<file path="config.mk">
export PLATFORM = sky130hd
export DESIGN_NAME = complex_result_buffer
export DESIGN_NICKNAME = d
export VERILOG_FILES = /design/src/rtl/complex_result_buffer.sv
export SDC_FILE = /design/constraint.sdc
export NUM_CORES = 1
export LEC_CHECK = 0
export ABC_AREA = 1
export ABC_CLOCK_PERIOD_IN_PS = 5900
export BUFFER_PORTS_ARGS = -buffer_cell sky130_fd_sc_hd__buf_2
export CORE_MARGIN = 4
export CORE_UTILIZATION = 55
export DETAILED_ROUTE_END_ITERATION = 12
export PLACE_DENSITY = 0.82
export SYNTH_ARGS = -nofsm -noshare
export SYNTH_HDL_FRONTEND = slang
export SYNTH_SLANG_ARGS = --single-unit
</file>
<file path="constraint.sdc">
create_clock -name clk -period 5.9 [get_ports clk]
set_clock_uncertainty 0.1 [all_clocks]
set_input_delay 1.18 -clock clk [delete_from_list [all_inputs] [get_ports clk]]
set_output_delay 1.18 -clock clk [all_outputs]
set_load 0.1 [all_outputs]
</file>
<file path="src/rtl/complex_result_buffer.sv">
// complex_result_buffer: in-order result FIFO between the Complex ALU and writeback.
// Not-executed packets are dropped. An exception entry halts writeback after it
// retires, and the buffer stays halted until a flush or reset.
module complex_result_buffer #(
  parameter int unsigned DATA_W = 32,
  parameter int unsigned TAG_W  = 7,
  parameter int unsigned FLAG_W = 6,
  parameter int unsigned DEPTH  = 4
) (
  input  logic                       clk,
  input  logic                       reset,
  input  logic                       flush_i,
  input  logic                       in_valid_i,
  output logic                       in_ready_o,
  input  logic [TAG_W-1:0]           in_tag_i,
  input  logic [2*DATA_W-1:0]        in_result_i,
  input  logic [FLAG_W-1:0]          in_flags_i,
  output logic                       wb_valid_o,
  input  logic                       wb_ready_i,
  output logic [TAG_W-1:0]           wb_tag_o,
  output logic [DATA_W-1:0]          wb_data_o,
  output logic [FLAG_W-1:0]          wb_flags_o,
  output logic                       exc_pending_o,
  output logic [TAG_W-1:0]           exc_tag_o,
  output logic [$clog2(DEPTH+1)-1:0] count_o
);

  localparam int unsigned PtrW = $clog2(DEPTH);
  localparam int unsigned CntW = $clog2(DEPTH+1);
  localparam int unsigned EntW = TAG_W + DATA_W + FLAG_W;

  localparam int unsigned FlagExecuted  = 2;
  localparam int unsigned FlagException = 1;

  typedef enum logic {StRun, StHalt} state_e;

  state_e            state_q, state_d;
  logic [EntW-1:0]   mem_q [DEPTH];
  logic [EntW-1:0]   mem_d [DEPTH];
  logic [PtrW-1:0]   wr_ptr_q, wr_ptr_d;
  logic [PtrW-1:0]   rd_ptr_q, rd_ptr_d;
  logic [CntW-1:0]   count_q, count_d;
  logic              in_ready_q, in_ready_d;
  logic              exc_pending_q, exc_pending_d;
  logic [TAG_W-1:0]  exc_tag_q, exc_tag_d;

  logic [EntW-1:0]   head_ent;
  logic [TAG_W-1:0]  head_tag;
  logic [DATA_W-1:0] head_data;
  logic [FLAG_W-1:0] head_flags;
  logic              wb_valid;
  logic              push, write, pop;

  // Upper half of the ALU result is architecturally dead here.
  logic              unused_result_hi;
  assign unused_result_hi = ^in_result_i[2*DATA_W-1:DATA_W];

  function automatic logic [PtrW-1:0] ptr_inc(input logic [PtrW-1:0] p);
    return (p == PtrW'(DEPTH - 1)) ? '0 : p + PtrW'(1);
  endfunction

  // Handshake decode and show-ahead head entry.
  always_comb begin
    head_ent   = mem_q[rd_ptr_q];
    head_tag   = head_ent[EntW-1 -: TAG_W];
    head_data  = head_ent[FLAG_W +: DATA_W];
    head_flags = head_ent[FLAG_W-1:0];
    wb_valid   = (state_q == StRun) && (count_q != '0);
    push       = in_valid_i && in_ready_q;
    // A flush discards any simultaneous push, so nothing is written.
    write      = push && in_flags_i[FlagExecuted] && !flush_i;
    pop        = wb_valid && wb_ready_i;
  end

  // Next-state for storage, pointers, occupancy and the RUN/HALT machine.
  always_comb begin
    mem_d         = mem_q;
    wr_ptr_d      = wr_ptr_q;
    rd_ptr_d      = rd_ptr_q;
    count_d       = count_q;
    state_d       = state_q;
    exc_pending_d = exc_pending_q;
    exc_tag_d     = exc_tag_q;

    if (write) begin
      mem_d[wr_ptr_q] = {in_tag_i, in_result_i[DATA_W-1:0], in_flags_i};
      wr_ptr_d        = ptr_inc(wr_ptr_q);
    end
    if (pop) begin
      rd_ptr_d = ptr_inc(rd_ptr_q);
    end
    unique case ({write, pop})
      2'b10:   count_d = count_q + CntW'(1);
      2'b01:   count_d = count_q - CntW'(1);
      default: count_d = count_q;
    endcase

    // The exception entry itself retires; writeback stops after it.
    if (pop && head_flags[FlagException]) begin
      state_d       = StHalt;
      exc_pending_d = 1'b1;
      exc_tag_d     = head_tag;
    end

    if (flush_i) begin
      wr_ptr_d      = '0;
      rd_ptr_d      = '0;
      count_d       = '0;
      state_d       = StRun;
      exc_pending_d = 1'b0;
      exc_tag_d     = '0;
    end

    // Registered ready ignores same-cycle pops to keep wb_ready_i off this path.
    in_ready_d = !flush_i && (state_d == StRun) && (count_d < CntW'(DEPTH));
  end

  // Control state with synchronous active-low reset.
  always_ff @(posedge clk) begin
    if (!reset) begin
      state_q       <= StRun;
      wr_ptr_q      <= '0;
      rd_ptr_q      <= '0;
      count_q       <= '0;
      in_ready_q    <= 1'b0;
      exc_pending_q <= 1'b0;
      exc_tag_q     <= '0;
    end else begin
      state_q       <= state_d;
      wr_ptr_q      <= wr_ptr_d;
      rd_ptr_q      <= rd_ptr_d;
      count_q       <= count_d;
      in_ready_q    <= in_ready_d;
      exc_pending_q <= exc_pending_d;
      exc_tag_q     <= exc_tag_d;
    end
  end

  // Entry storage needs no reset; occupancy gates every read.
  always_ff @(posedge clk) begin
    mem_q <= mem_d;
  end

  // Output drive; head fields forced to zero when nothing is valid.
  always_comb begin
    in_ready_o    = in_ready_q;
    wb_valid_o    = wb_valid;
    wb_tag_o      = wb_valid ? head_tag : '0;
    wb_data_o     = wb_valid ? head_data : '0;
    wb_flags_o    = wb_valid ? head_flags : '0;
    exc_pending_o = exc_pending_q;
    exc_tag_o     = exc_tag_q;
    count_o       = count_q;
  end

endmodule

</file>
==> results by group <==
STA
  – Final WS setup: approximately 1.6 ns
  – Final hold vios: 0
  – Pins over their slew limit: 0
  – Worst relative slew slack: around 28%
  – Period utilisation layout: between 70 and 80%
  – Fin Setup TNS: 0 ns
  – Actual slew at the worst max-slew pin: ~1.1 ns
  – Max frequency: between 200 and 250 MHz
  – RSZ-0062 raised after global routing: no
  – Min cycle time layout: 4.26 ns
  – Final setup violation count: 0

Critical path
  – Critical path capture point type: output port
  – Worst path arrival time: roughly 3.0 ns
  – Worst R2R Path Depth: 9
  – CP bufs+invs: 3
  – FF-to-FF Start: in_ready_o
  – CP peak stage delay: between 0.5 and 0.6 ns
  – Slowest stage cell, crit path: inv_2
  – Flop2flop setup slack: ~3.3 ns
  – Critical-path maximum fanout: 47
  – Crit Path Class: reg -> out
  – CP top delay family: buffers and inverters
  – CP dominant cell by count: a21oi_1
  – Worst-path cell chain: buf_4 > inv_2 > a21oi_1 > o21ai_1 > a21oi_1 > buf_2
  – CP required: 4.62 ns
  – Setup crit start kind: flop
  – FF-to-FF End: in_ready_o

Pwr
  – Switch share: 18.8%
  – P_leak: between 3 and 4 nW
  – Portion of total power attributed to sequential cells: about 58%
  – Sw Pwr: approximately 500 uW
  – Cell-internal power: between 2 and 2.5 mW
  – Power, Total: 2.65 mW
  – Clock Power Share: between 30% and 40%
  – Comb power frac: under 10%
  – Max IR drop VDD: 0.000214 V
  – PD cells: between 200 and 300 nW/um^2

Global routing
  – Routing usage on met3: about 5.6%
  – Grt peak-use layer: met2
  – GRT overflow: 0
  – Largest net degree at the start of global routing: 86
  – Initial antenna violation count: 0
  – GR Util met1: between 20% and 30%
  – First-pass GRT wire length: between 20,000 and 30,000 um
  – M2 GR Usage: a little over a third
  – Vias in the first global route: between 5,000 and 6,000
  – Total GRT Usage: around a fifth

Floorplan
  – Die X: around 130 um
  – Placement Rows: 43
  – Die Area: around 16,000 um^2
  – Placeable Area: between 10,000 and 15,000 um^2
  – Initial Util: ~56%
  – Vert. Die Dim: ~130 um
  – Number of I/O pins: 140

Synth
  – Avg Inst Size Synth: between 10 and 15 um^2
  – Area of the mapped netlist: around 7800 um^2
  – Syn Nets: 743
  – Synth cell types: 22
  – Yosys reg bits: between 150 and 200
  – Synth warn: 0
  – Seq/Total Area, Yosys: between 70 and 80%
  – Mapped Cells: between 600 and 700

Min path
  – Hold Crit Depth: 2
  – Hold worst-path end: exc_pending_o
  – Min-delay src: exc_pending_o
  – Min-delay worst type: reg -> reg

Routing
  – DRT iter0 DRCs: approximately 440
  – Vias per cell: 5.49
  – Avg WL per Cell: 17.3 um
  – Pre-Repair DR Iteration Count: 5
  – Final WL: around 16,000 um
  – Number of routed nets with antenna violations: 0
  – Routed vias: 5,168
  – Remaining DRCs: 0

Final layout
  – Number of nets in the layout: about 840
  – Commonest non-fill, non-tap cell in the layout: nor2_1
  – Non-Filler Instances: 942
  – Filler cell count: approximately 1,000
  – Most frequent cells in the layout: 181 x nor2_1, 180 x edfxtp_1, 107 x buf_2
  – Antenna cell count: 0
  – Layout cells sized above 1: about a fifth
  – Area Growth Syn to Fin: 15.6%

Clock network
  – Clock-pin slew on the worst setup and hold paths: around 0.060 ns
  – Clk buf depth: 2
  – Latest clock arrival within the worst-skew pair: 0.42 ns
  – CTS Root Cell: clkbuf_16
  – TritonCTS Sinks: between 150 and 200
  – Cts bufs inserted: 17
  – Gates resized, CTS repair: 0
  – Setup bufs post-CTS: 0
  – CTS tree: done
  – CTS Hold Buffers Added: 0
  – H-tree levels: 4

Place
  – Half-perimeter wire length after placement: roughly 9000 um
  – Place WS: 2.11 ns
  – Final Wtd Congestion: 0.739
  – # placed instances: between 900 and 1,000
  – Port Buffers: roughly 110

Flow run
  – Max-Cap Viols: 0

Outcome
  – Outcome: finished, final reports clean
-- how the worst max path moves through the flow --
stage / slack, ns / to / startpoint / cells after the start
floorplan: 1.56 / wb_data_o[0] / count_o[1] / 5
global placement: 2.15 / wb_tag_o[6] / rd_ptr_q[1] / 6
detailed placement: 2.11 / wb_tag_o[3] / rd_ptr_q[1] / 6
CTS: 1.65 / wb_tag_o[3] / rd_ptr_q[1] / 6
global route: 1.45 / wb_tag_o[3] / rd_ptr_q[1] / 6
finish: 1.64 / wb_tag_o[6] / rd_ptr_q[1] / 6
-- tightest hold or removal path, delay by kind of cell, from the launching register on --
kind / cells / cell delay [ns]
flip-flops: 1 / 0.31
AO/OA/AOI/OAI: 1 / 0.05
buffers and inverters: 1 / 0.05
-- metrics by stage --
step / util (%) / instance area (um^2) / hold slack [ns]
floorplan: - / 7780 / 0.375
global placement: 61.0 / 8470 / 0.336
detailed placement: 61.0 / 8470 / 0.347
CTS: 64.8 / 8990 / 0.357
global route: 64.8 / 8990 / 0.389
finish: 64.8 / 8990 / 0.351
-- power groups by stage --
stage	logic, mW	registers (mW)	clock network, mW
after floorplan	0.0273	1.56	0
after global placement	0.0616	1.56	0
after detailed placement	0.0658	1.56	0
after CTS	0.0662	1.53	1.07
after global routing	0.0719	1.53	1.13
final	0.0663	1.53	1.06
-- final cells by class --
class	count	area, um^2	share of cell area [%]
tap	180	225	2.50
inverter	35	131	1.46
clock inverter	7	85.1	0.946
multi-input combinational	388	1780	19.7
clock buffer	21	440	4.90
timing repair buffer	114	588	6.54
sequential	197	5750	63.9
-- per-layer routing --
metal	vias to the layer above	share of wire, %
met3	28	7.0
met5	-	0
met1	2480	39
met4	0	1.8
met2	198	52
li1	2462	-
-- cell usage after synthesis (all sizes together) --
master	count	area (um^2)
a21oi	60	300
dfxtp	17	340
ha	6	75.1
or2	1	6.26
clkbuf	14	52.6
o21ai	92	460
inv	35	131
nand2	35	141
nand3	5	25.0
a211oi	1	7.51
fa	1	20.0
nand4	2	12.5
buf	20	110
edfxtp	180	5410
nor2	185	694
-- state kept, by name (all words and copies together), names as in the netlist --
register       count
state_q            1
in_ready_o         1
count_o            3
mem_q            180
wr_ptr_q           2
rd_ptr_q           2
exc_tag_o          7
exc_pending_o      1
-- logic make-up (layout without fill, tap and decap cells) --
logic type | count (synthesis) | count (layout) | synth area share [%]
buf+inv | 69 | 177 | 3.78
fa+ha+maj | 7 | 7 | 1.22
flops | 197 | 197 | 73.8
compound gates | 153 | 153 | 9.87
simple gates | 228 | 228 | 11.3
(Power assumes the default switching activity.)
